--- src/rtl/bip_pkg.sv ---
// Shared definitions for the bip processor / debug subsystem:
// default RAM geometry and the RAM arbiter state encoding.
package bip_pkg;

    localparam int DEF_NB_INSTRUCTION = 16;
    localparam int DEF_NB_ADDR        = 11;

    typedef enum logic [1:0] {
        ST_IDLE  = 2'd0,
        ST_GRANT = 2'd1,
        ST_RESP  = 2'd2
    } arb_state_e;

endpackage

--- src/rtl/ram_arbiter.sv ---
// Shares the single-port program RAM between the CPU and the debug unit.
// The CPU owns the port except for one stolen GRANT cycle per debug access.
//
//   state    | meaning
//   ---------+--------------------------------------------------------------
//   ST_IDLE  | CPU drives RAM; debug request waits while CPU is busy
//   ST_GRANT | debug drives RAM for one cycle, CPU stalled
//   ST_RESP  | CPU drives RAM again; ack pulses, debug read data returned
module ram_arbiter
    import bip_pkg::*;
#(
    parameter int NB_INSTRUCTION = DEF_NB_INSTRUCTION,
    parameter int NB_ADDR        = DEF_NB_ADDR,
    parameter int MAX_WAIT       = 8
) (
    input  logic                      i_clock,
    input  logic                      i_reset,
    input  logic [NB_ADDR-1:0]        i_cpu_addr,
    input  logic [NB_INSTRUCTION-1:0] i_cpu_data,
    input  logic                      i_cpu_wr_enable,
    input  logic                      i_cpu_rd_enable,
    output logic [NB_INSTRUCTION-1:0] o_cpu_data,
    output logic                      o_cpu_stall,
    input  logic                      i_dbg_req,
    input  logic                      i_dbg_we,
    input  logic [NB_ADDR-1:0]        i_dbg_addr,
    input  logic [NB_INSTRUCTION-1:0] i_dbg_data,
    output logic                      o_dbg_ack,
    output logic [NB_INSTRUCTION-1:0] o_dbg_data,
    output logic [NB_ADDR-1:0]        o_ram_addr,
    output logic [NB_INSTRUCTION-1:0] o_ram_data,
    output logic                      o_ram_wr_enable,
    output logic                      o_ram_rd_enable,
    input  logic [NB_INSTRUCTION-1:0] i_ram_data
);

    localparam int                WAIT_W   = $clog2(MAX_WAIT + 1);
    localparam logic [WAIT_W-1:0] WAIT_MAX = WAIT_W'(MAX_WAIT);

    arb_state_e                state_q, state_d;
    logic [WAIT_W-1:0]         wait_cnt_q, wait_cnt_d;
    logic                      dbg_we_q, dbg_we_d;
    logic [NB_INSTRUCTION-1:0] dbg_data_q, dbg_data_d;
    logic                      cpu_busy;

    assign cpu_busy   = i_cpu_wr_enable | i_cpu_rd_enable;
    assign o_cpu_data = i_ram_data;

    always_ff @(posedge i_clock or posedge i_reset) begin
        if (i_reset) begin
            state_q    <= ST_IDLE;
            wait_cnt_q <= '0;
            dbg_we_q   <= 1'b0;
            dbg_data_q <= '0;
        end else begin
            state_q    <= state_d;
            wait_cnt_q <= wait_cnt_d;
            dbg_we_q   <= dbg_we_d;
            dbg_data_q <= dbg_data_d;
        end
    end

    always_comb begin
        state_d         = state_q;
        wait_cnt_d      = '0;
        dbg_we_d        = dbg_we_q;
        dbg_data_d      = dbg_data_q;
        o_ram_addr      = i_cpu_addr;
        o_ram_data      = i_cpu_data;
        o_ram_wr_enable = i_cpu_wr_enable;
        o_ram_rd_enable = i_cpu_rd_enable;
        o_cpu_stall     = 1'b0;
        o_dbg_ack       = 1'b0;
        o_dbg_data      = dbg_data_q;

        case (state_q)
            ST_IDLE: begin
                if (i_dbg_req) begin
                    if (!cpu_busy || wait_cnt_q == WAIT_MAX) begin
                        state_d = ST_GRANT;
                    end else begin
                        wait_cnt_d = wait_cnt_q + WAIT_W'(1);
                    end
                end
            end
            ST_GRANT: begin
                o_ram_addr      = i_dbg_addr;
                o_ram_data      = i_dbg_data;
                o_ram_wr_enable = i_dbg_we;
                o_ram_rd_enable = !i_dbg_we;
                o_cpu_stall     = 1'b1;
                dbg_we_d        = i_dbg_we;
                state_d         = ST_RESP;
            end
            ST_RESP: begin
                // Read data arrives this cycle; present it with the ack and keep it afterwards.
                o_dbg_ack = 1'b1;
                if (!dbg_we_q) begin
                    o_dbg_data = i_ram_data;
                    dbg_data_d = i_ram_data;
                end
                state_d = ST_IDLE;
            end
            default: state_d = ST_IDLE;
        endcase
    end

endmodule

--- config.mk ---
export PLATFORM = sky130hd
export DESIGN_NAME = ram_arbiter
export DESIGN_NICKNAME = d
export VERILOG_FILES = /design/src/rtl/bip_pkg.sv /design/src/rtl/ram_arbiter.sv
export SDC_FILE = /design/constraint.sdc
export NUM_CORES = 1
export LEC_CHECK = 0
export BUFFER_PORTS_ARGS = -buffer_cell sky130_fd_sc_hd__buf_2
export CAP_MARGIN = 20
export CORE_ASPECT_RATIO = 1.1
export CORE_UTILIZATION = 30
export CTS_CLUSTER_DIAMETER = 80
export CTS_CLUSTER_SIZE = 30
export DETAILED_ROUTE_END_ITERATION = 12
export GPL_TIMING_DRIVEN = 0
export PLACE_DENSITY_LB_ADDON = 0.3
export SLEW_MARGIN = 10
export SYNTH_ARGS = -nofsm -noshare
export SYNTH_HDL_FRONTEND = slang
export SYNTH_SLANG_ARGS = --single-unit
export TNS_END_PERCENT = 5
--- constraint.sdc ---
create_clock -name i_clock -period 1.6 [get_ports i_clock]
set_input_delay 0.24 -clock i_clock [delete_from_list [all_inputs] [get_ports i_clock]]
set_output_delay 0.24 -clock i_clock [all_outputs]
set_load 0.01 [all_outputs]
== Yosys cells after proc, flatten, opt, wreduce, memory -nomap -nowiden ==
Cells that the tools add are included.
Word-level totals
  register bits: 23
  latch bits: 0
  RAM bits: 0
  ROM bits: 0
  logic and storage cells: 30
  memories: 0
Operators by class
  $add $sub $neg: 1
  $mul: 0
  div/mod/pow operators: 0
  order comparisons: 0
  equal/unequal tests: 5
  shift operators: 0
  multiplexer cells: 14
  bitwise gates (word level): 1
  reductions and logical operators: 5
Operators by type and width (count)
  $mux 16: 3
  $mux 4: 3
  $mux 11: 1
  $add 4x1->4 const B: 1
  $eq 4x4->1 const B: 1
  $mux 1: 4
  $mux 2: 2
  $ne 2x2->1 const B: 2
  $pmux 2 s2: 1
  $eq 2x1->1 const B: 1
  $eq 2x2->1 const B: 1
  $logic_not 1->1: 2
  $logic_not 2->1: 1
  $reduce_and 2->1: 1
  $logic_or 1x1->1: 1
  $or 1x1->1: 1

== Depth between registers and ports, before layout ==
Gate-level depths: netlist (run 1).
  depth after elaboration: 6
  mapped depth: 5
  mapped depth without buffers: 5

== Least setup slack after synthesis (run 1) ==
No wires, ideal clock.
  path kind: register to output
  from: register state_q[0]
  to: output o_dbg_data[0]
  arrival time: 1252 ps
  data required time: 1360 ps
  path slack: 108 ps
  stages on the path, launching flop included: 6
  buffers on the path: 2
  cells stage by stage: dfrtp_1 -> nor2b_4 -> and2_4 -> buf_6 -> buf_12 -> mux2_4
Between the ends
  longest elaborated chain between the ends: 2
RTL lines
  start, declared: line ram_arbiter.sv:40  | arb_state_e state_q, state_d;
  start signal, assigned: line ram_arbiter.sv:56  | state_q <= state_d;
  $eq 2x2->1: line ram_arbiter.sv:76  | case (state_q)
  $mux 16
  end, declared: line ram_arbiter.sv:29  | output logic [NB_INSTRUCTION-1:0] o_dbg_data,
Every way passes these cells.

== Worst setup path after layout (run 1) ==
  from: register state_q[0]
  to: output o_dbg_data[10]
The elaborated chain is that of the path after synthesis.

==> results.yml, run 1 <==
run_status:
  status: "finished with violations"
  violations: "setup timing"
pwr:
  netSwitchingPower_w: 0.00112
  p_comb_share_pct: 64.0
  power.leakage_nw: 1.55
  p_int_w: 0.00230
  power.density_nw_per_um2: 1330
  netSwitchingFraction_pct: 32.7
  peakVddDrop_mv: 0.466
  pwr-share-seq_pct: 26.0
  pwr-share-clk_pct: 10.0
cells_and_area:
  seqCellArea_um2: 576
  post-route-util_pct: 55.2
  multiInputGateArea_um2: 699
  n_antenna_cell: 0
  layout_commonest_cell: "buf_2"
  area_growth_pct: 76.9
  drive_gt1_share_pct: 60.8
  nets: 411
  num-fill-cells: 427
  final_cell_mix: "buf_2 (119), nand2_1 (86), buf_4 (31)"
drt:
  vias: 1664
  drc: 0
  vias_per_cell: 4.29
  drtAntennaViolNets: 0
  wl_um: 4040
  dr.pass1.iters: 4
  drt_iter0_drc: 46
  avgRoutedWirePerCell_um: 10.4
critical_path:
  startpoint_type: "register"
  r2r_start: "state_q[0]$_DFFE_PP0P_"
  r2r_slack_ns: 0.10
  r2r-end: "dbg_data_q[12]$_DFF_PP0_"
  arrival_ns: 1.56
  reg2regPathDepth: 6
  critPathRequiredTime_ns: 1.36
  timing.critical_path.fanout_max: 5
  worstSetupPathType: "reg -> out"
  cp-end-kind: "primary output"
die:
  core-area_um2: 4650
  initial_core_util_pct: 31.2
  ios: 139
  row_count: 26
  die_w_um: 68.3
  dieArea_um2: 5120
  die_y_um: 75.0
yosys:
  netlist_top_cells_area: "dfrtp_1 (40%), nand2_1 (22%), mux2_4 (10%)"
  synth_top_area_cell: "dfrtp_1"
  syn_area_per_cell_um2: 8.30
  syn_area_um2: 1450
  ys_ff_latch: 23
  synth_fp_nets: 253
  yosys.area.top_type_share_pct: 39.6
  yosysSeqAreaShare_pct: 39.6
  synthCells: 175
  yosys_warnings: 0
  ys_types: 23
clock_tree:
  clkLatencyLatePin_ns: 0.26
  cts_root_buffer: "clkbuf_8"
  numCtsBuffers: 3
  cts_tree: "built"
  clk_pin_slew_ns: 0.07
  htree_levels: 1
  clock_path_buffers: 2
  cts.sinks: 23
global_route:
  grt_pass1_vias: 1491
  grt-ovfl-total: 0
  grt_pass1_wl_um: 5960
  grt_antenna_before_repair: 0
  track_usage_pct: 15.5
  grt_max_degree: 24
timing:
  rsz0062_at_grt: "yes"
  fin_skew_ns: 0.00115
  setup_viol: 46
  timing.final.max_slew_violations: 0
  timing.final.crit_share_pct: 112
  worst_slack_ns: -0.198
  slew_headroom_pct: 45.0
  finalHoldViolCount: 0
  clock.fmax_mhz: 556
  fin_crit_ns: 1.80
  worstMarginPinSlew_ns: 0.824
placement:
  globalplace.congestion: 0.715
  hpwl_um: 3030
  portBuffers: 138
  pre_cts_ws_ns: -0.0276
hold_path:
  hp-class: "in -> async"
flow_run:
  maxCapViolations: 0
registers in the layout, summed over array words and instances, names as in the netlist:
signal and flops:
state_q 2, wait_cnt_q 4, dbg_we_q 1, dbg_data_q 16
power groups by stage:
stage | registers (W) | logic [W] | clock network (W)
floorplan | 0.000876 | 0.000951 | 0
global placement | 0.000883 | 0.00149 | 0
detailed placement | 0.000902 | 0.00151 | 0
CTS | 0.000885 | 0.00204 | 0.000360
global route | 0.000910 | 0.00238 | 0.000379
finish | 0.000888 | 0.00219 | 0.000343
cell usage after synthesis (all sizes together):
| library cell | count |
|---|---|
| xor2 | 1 |
| mux2 | 16 |
| o21ai | 2 |
| inv | 7 |
| or2 | 1 |
| buf | 21 |
| or2b | 1 |
| nand3 | 1 |
| xnor2 | 1 |
| clkbuf | 3 |
| nor2 | 5 |
| nand3b | 1 |
| ha | 2 |
| dfrtp | 23 |
| and2 | 1 |
| a31oi | 1 |
| nor2b | 1 |
| nand4 | 1 |
| nand2 | 86 |
what timing repair did:
| item | CTS | global route |
|---|---|---|
| hold buffers | 0 | 0 |
| gates resized for setup | 31 | 17 |
| setup buffers | 15 | 2 |
| setup endpoints to repair | 46 | 46 |
| gates cloned | 1 | 0 |
| pin swaps | 1 | 1 |
logic make-up after synthesis:
group,Yosys count,share of synthesized area (%)
flops,23,39.6
mux,16,15.0
simple gates,98,27.3
buf+inv,31,14.0
xor+xnor,2,1.21
compound gates,3,1.12
fa+ha+maj,2,1.72
worst max-delay path by stage:
stage | slack (ns) | endpoint | start
2_1_floorplan | 0.11 | o_dbg_data[0] | state_q[0]$_DFFE_PP0P_
3_3_place_gp | -0.02 | o_dbg_data[14] | state_q[0]$_DFFE_PP0P_
3_5_place_dp | -0.03 | o_dbg_data[7] | state_q[0]$_DFFE_PP0P_
4_1_cts | -0.26 | o_dbg_data[8] | state_q[0]$_DFFE_PP0P_
5_1_grt | -0.25 | o_dbg_data[13] | state_q[0]$_DFFE_PP0P_
6_report | -0.20 | o_dbg_data[10] | state_q[0]$_DFFE_PP0P_
routing by layer:
layer	track usage (%)	part of all wire, %	vias to the layer above
met2	32.5	54	95
met3	3.03	8.3	4
met5	0	0	-
met1	13.9	36	732
met4	6.02	1.2	0
li1	-	-	833
cell type report:
cell class	count	area share (%)
flip-flops and latches	23	22.4
plain buffers	22	7.35
inverters	7	1.12
repair buffers	155	37.4
clock buffers	3	1.61
multi-input cells	121	27.2
well taps	56	2.73
clock inverters	1	0.195
critical path, cell delays in order (launching register included):
cell	delay [ns]
dfrtp_1	0.41
nor2b_4	0.12
and2_4	0.19
buf_6	0.14
mux2_4	0.31
buf_6	0.12
through the flow:
stage / total power [W] / area [um^2] / TNS [ns] / cells / hold slack, ns
6_report: 0.00342 / 2570 / -7.08 / 388 / 0.138
5_1_grt: 0.00367 / 2570 / -9.79 / 388 / 0.212
4_1_cts: 0.00329 / 2530 / -8.71 / 388 / 0.170
3_5_place_dp: 0.00241 / 2210 / -0.237 / 369 / 0.455
3_3_place_gp: 0.00237 / 2210 / -0.182 / 369 / 0.453
2_1_floorplan: 0.00183 / 1450 / 0 / 175 / 0.242
No activity file was read; power rests on OpenSTA's default activity.
==> run 2: changes to the inputs <==
--- a/config.mk
+++ b/config.mk
@@ -18,4 +18,4 @@
 export SYNTH_ARGS = -nofsm -noshare
 export SYNTH_HDL_FRONTEND = slang
 export SYNTH_SLANG_ARGS = --single-unit
-export TNS_END_PERCENT = 5
+export TNS_END_PERCENT = 30
==> run 2 against run 1 <==
  * The run still ends with setup timing left
  * Clock skew about the same
  * Critical path depth stayed put
  * Power rose by 1.3%
  * Hold slack improved by 0.00076 ns
  * Combinational power grew 2%
  * First-iteration DRC count up 4.3%
  * Highest routed layer unchanged
  * Via count rose by 0.78%
  * Sequential share of layout area decreased by 0.17 points
==> results.yml, run 2 (synthesized netlist as in run 1, its figures left out) <==
placement:
  portBuffers: 138
  pre_cts_ws_ns: -0.0276
  dp_cells: 369
  hpwl_um: 3030
  globalplace.congestion: 0.715
critical_path:
  crit_chain: "nor2b_4, and2_4, buf_8, mux2_4, buf_6"
  critPathRequiredTime_ns: 1.36
  worstSetupPathType: "reg -> out"
  startpoint_type: "register"
  critPathTopFamily: "flip-flops"
  timing.critical_path.fanout_max: 5
  critPathBufInv: 2
  cp-end-kind: "primary output"
  arrival_ns: 1.56
  critPathSlowestCell: "dfrtp_1"
  max_stage_delay_ns: 0.41
global_route:
  grt_max_degree: 24
  grt_pass1_vias: 1499
  grt_pass1_wl_um: 5990
  grt-ovfl-total: 0
  track_usage_pct: 15.6
  grt_antenna_before_repair: 0
drt:
  vias: 1677
  drt_iter0_drc: 48
  vias_per_cell: 4.29
  dr.pass1.iters: 4
  drtAntennaViolNets: 0
  drc: 0
  avgRoutedWirePerCell_um: 10.7
  wl_um: 4170
die:
  die_y_um: 75.0
  die_w_um: 68.3
  core-area_um2: 4650
  ios: 139
  dieArea_um2: 5120
  initial_core_util_pct: 31.2
  row_count: 26
clock_tree:
  clkLatencyLatePin_ns: 0.26
  numCtsBuffers: 3
  cts_tree: "built"
  cts.sinks: 23
  htree_levels: 1
  clock_path_buffers: 2
  cts_hold_buf: 0
  cts_root_buffer: "clkbuf_8"
  clk_pin_slew_ns: 0.07
cells_and_area:
  layout_commonest_cell: "buf_2"
  top_register: "dbg_data_q"
  n_antenna_cell: 0
  area_growth_pct: 78.3
  final_cell_mix: "buf_2 (120), nand2_1 (86), buf_4 (34)"
  post-route-util_pct: 55.7
  largest_reg_flops: 16
  nets: 414
  fin_cells: 391
  reg_top3: "dbg_data_q x16, wait_cnt_q x4, state_q x2"
  drive_gt1_share_pct: 61.2
flow_run:
  maxCapViolations: 0
timing:
  worst_slack_ns: -0.198
  fin_skew_ns: 0.00105
  finalHoldViolCount: 0
  setup_viol: 46
  worstMarginPinSlew_ns: 0.826
  rsz0062_at_grt: "yes"
  slew_headroom_pct: 44.9
  timing.final.max_slew_violations: 0
  fin_setup_tns_ns: -7.19
  fin_crit_ns: 1.80
  hold_ws_ns: 0.139
  clock.fmax_mhz: 556
  timing.final.crit_share_pct: 112
pwr:
  power.density_nw_per_um2: 1340
  peakVddDrop_mv: 0.470
  power.leakage_nw: 1.56
run_status:
  status: "finished with violations"
  violations: "setup timing"
hold_path:
  hp-class: "in -> async"
## run 2: worst reg2reg max path, delay by kind of cell, from the launching register on
family | cells | cell delay, ns
muxes | 1 | 0.31
buffers and inverters | 3 | 0.39
and+or+nand+nor | 2 | 0.31
DFF | 1 | 0.41
## run 2: metal layers
layer	global-route usage, %	wire length (um)	up-vias
met2	32.4	2230	97
met5	0	0	-
met3	2.88	331	6
met1	14.1	1550	734
li1	-	-	840
met4	6.48	60	0
## run 2: cell type report
cell class	instances	area, um^2
Inverter	7	31.3
Multi-Input combinational cell	121	699
Clock buffer	3	41.3
Tap cell	56	70.1
Buffer	22	186
Timing Repair Buffer	158	981
Sequential cell	23	576
Clock inverter	1	5.00
Fill cell	428	2060
## run 2: repair_timing
item                                   in CTS  in global routing
setup endpoints to repair                  46                 46
setup buffers                              16                  2
resized for setup                          34                 19
endpoints found under the hold margin       0                  0
gates cloned                                2                  1
pin swaps                                   1                  1
## run 2: power breakdown
group          leakage (nW)  total (W)  switching [W]  internal [W]
registers             0.285   0.000889      0.0000735      0.000815
clock network        0.0255   0.000343       0.000170      0.000173
logic                  1.25    0.00223       0.000892       0.00134
total                  1.56    0.00346        0.00114       0.00233
## run 2: worst paths after layout
kind,from,endpoint,slack (ns),depth (start not counted)
worst min-delay path,i_reset,dbg_data_q[15]$_DFF_PP0_,0.14,2
worst max-delay path,state_q[0]$_DFFE_PP0P_,o_dbg_data[7],-0.20,5
worst min register to register,wait_cnt_q[0]$_DFF_PP0_,wait_cnt_q[0]$_DFF_PP0_,0.50,1
max in group asynchronous,i_reset,dbg_data_q[12]$_DFF_PP0_,0.95,2
min in group i_clock,i_dbg_req,state_q[0]$_DFFE_PP0P_,0.21,3
worst max register to register,state_q[0]$_DFFE_PP0P_,dbg_data_q[12]$_DFF_PP0_,0.09,6
## run 2: through the flow
step	cell area [um^2]	power [W]
4_1_cts	2540	0.00332
3_3_place_gp	2210	0.00237
2_1_floorplan	1450	0.00183
3_5_place_dp	2210	0.00241
6_report	2590	0.00346
5_1_grt	2590	0.00371
==> run 3: changes to the inputs <==
--- a/config.mk
+++ b/config.mk
@@ -8,12 +8,13 @@
 export BUFFER_PORTS_ARGS = -buffer_cell sky130_fd_sc_hd__buf_2
 export CAP_MARGIN = 20
 export CORE_ASPECT_RATIO = 1.1
+export CORE_MARGIN = 1.5
 export CORE_UTILIZATION = 30
 export CTS_CLUSTER_DIAMETER = 80
 export CTS_CLUSTER_SIZE = 30
 export DETAILED_ROUTE_END_ITERATION = 12
 export GPL_TIMING_DRIVEN = 0
-export PLACE_DENSITY_LB_ADDON = 0.3
+export PLACE_DENSITY = 0.71
 export SLEW_MARGIN = 10
 export SYNTH_ARGS = -nofsm -noshare
 export SYNTH_HDL_FRONTEND = slang
==> constraint.sdc (replaced) <==
create_clock -name i_clock -period 1.57 [get_ports i_clock]
set_input_delay 0.2355 -clock i_clock [delete_from_list [all_inputs] [get_ports i_clock]]
set_output_delay 0.2355 -clock i_clock [all_outputs]
set_load 0.01 [all_outputs]
==> run 3 against run 2 <==
  * The flow still finishes with violations (setup timing)
  * Hold slack got worse by 0.0061 ns
  * Combinational power up 6%
  * Routed wire length is 4.3% higher
  * Largest power group unchanged
  * Die area up 2.8%
  * Non-clock buffer count increased by 3
==> results.yml, run 3 (synthesized netlist as in run 1, its figures left out) <==
die:
  ios: 139
  die_w_um: 69.3
  dieArea_um2: 5270
  initial_core_util_pct: 31.2
  die_y_um: 76.0
  core-area_um2: 4650
  row_count: 26
timing:
  timing.final.max_slew_violations: 0
  slew_headroom_pct: 45.1
  hold_ws_ns: 0.133
  setup_viol: 47
  finalHoldViolCount: 0
  worstMarginPinSlew_ns: 0.822
  fin_skew_ns: 0.000887
  clock.fmax_mhz: 550
  timing.final.crit_share_pct: 116
  worst_slack_ns: -0.247
  fin_crit_ns: 1.82
  rsz0062_at_grt: "yes"
cells_and_area:
  layout_commonest_cell: "buf_2"
  drive_gt1_share_pct: 61.2
  multiInputGateArea_um2: 699
  post-route-util_pct: 56.3
  nets: 417
  reg_top3: "dbg_data_q x16, wait_cnt_q x4, state_q x2"
  final_cell_mix: "buf_2 (120), nand2_1 (86), buf_4 (34)"
  seqCellArea_um2: 576
  n_antenna_cell: 0
  area_growth_pct: 80.4
  stdcell_area_um2: 2620
  largest_reg_flops: 16
  top_register: "dbg_data_q"
  num-fill-cells: 377
critical_path:
  max_stage_delay_ns: 0.42
  critPathTopFamily: "flip-flops"
  worstSetupPathType: "reg -> out"
  critPathRequiredTime_ns: 1.33
  critPathBufInv: 2
  critPathSlowestCell: "dfrtp_1"
  timing.critical_path.fanout_max: 5
  cp-end-kind: "primary output"
  crit_chain: "nor2b_4, and2_4, buf_6, mux2_4, buf_6"
  startpoint_type: "register"
  critPathMostFrequentCell: "buf_6"
  arrival_ns: 1.58
drt:
  vias_per_cell: 4.25
  vias: 1674
  dr.pass1.iters: 4
  drtAntennaViolNets: 0
  avgRoutedWirePerCell_um: 11.1
  drt_iter0_drc: 44
  wl_um: 4350
  drc: 0
pwr:
  peakVddDrop_mv: 0.508
  power_w: 0.00363
  power.leakage_nw: 1.57
  power.density_nw_per_um2: 1390
run_status:
  violations: "setup timing"
  status: "finished with violations"
clock_tree:
  clk_pin_slew_ns: 0.07
  cts_root_buffer: "clkbuf_8"
  clkLatencyLatePin_ns: 0.25
  numCtsBuffers: 3
  clock_path_buffers: 2
  cts.sinks: 23
  htree_levels: 1
  cts_hold_buf: 0
  cts_tree: "built"
global_route:
  grt_antenna_before_repair: 0
  gr-max-usage-layer: "met2"
  met2_usage_pct: 29.5
  track_usage_pct: 15.7
  use_met3_pct: 2.78
  grt_pass1_wl_um: 6970
  grt_max_degree: 24
  grt-ovfl-total: 0
  gr-usage-met1_pct: 17.3
  grt_pass1_vias: 1591
placement:
  place_area_um2: 2210
  globalplace.congestion: 0.736
  portBuffers: 138
  hpwl_um: 3030
flow_run:
  maxCapViolations: 0
hold_path:
  hp-class: "in -> async"
run 3: cell types whose count changed in the layout (fill, tap and decap cells not counted), sizes merged:
cell    before  now
clkinv       1    0
buf        179  181
clkbuf       4    6
run 3: report_power, final:
group	internal, W	switching (W)
Clock	0.000180	0.000163
Sequential	0.000832	0.0000816
Combinational	0.00144	0.000940
Total	0.00245	0.00118
run 3: layout make-up:
| class | instances | area share, % |
|---|---|---|
| timing repair buffer | 161 | 38.6 |
| sequential | 23 | 22.0 |
| inverter | 7 | 1.19 |
| clock buffer | 4 | 1.72 |
| buffer | 22 | 7.21 |
| tap | 56 | 2.67 |
| multi-input combinational | 121 | 26.7 |
run 3: routing by layer:
layer  wire length, um  share of wire [%]  vias up
met5                 0                  0        -
met4                45                1.0        0
met3               306                7.0        6
met2              2300                 53       89
met1              1700                 39      732
li1                  -                  -      847
run 3: worst register-to-register path, cell delays in order (launching register included):
cell     delay (ns)
dfrtp_1        0.42
nor2b_4        0.14
and2_4         0.19
buf_6          0.14
mux2_4         0.32
buf_4          0.14
buf_4          0.13
run 3: final timing paths:
check	cells past startpoint	to	slack (ns)	from
worst max-delay path	5	o_dbg_data[2]	-0.25	state_q[0]$_DFFE_PP0P_
worst min-delay path	2	dbg_data_q[7]$_DFF_PP0_	0.13	i_reset
worst max register to register	6	dbg_data_q[3]$_DFF_PP0_	0	state_q[0]$_DFFE_PP0P_
worst min register to register	1	wait_cnt_q[0]$_DFF_PP0_	0.49	wait_cnt_q[0]$_DFF_PP0_
max in group asynchronous	2	dbg_data_q[9]$_DFF_PP0_	0.93	i_reset
min in group i_clock	3	dbg_we_q$_DFFE_PP0P_	0.22	i_dbg_we
run 3: what timing repair did:
item / CTS / global route
endpoints found under the setup margin: 46 / 46
setup buffers: 13 / 7
pin swaps: 1 / 1
resized for setup: 31 / 22
cloned: 3 / 1
run 3: through the flow:
step / TNS (ns) / setup slack, ns / std cells
2_1_floorplan: 0 / 0.0830 / 175
3_3_place_gp: -0.401 / -0.0428 / 369
3_5_place_dp: -0.733 / -0.0783 / 369
4_1_cts: -10.29 / -0.288 / 388
5_1_grt: -13.12 / -0.320 / 394
6_report: -8.86 / -0.247 / 394
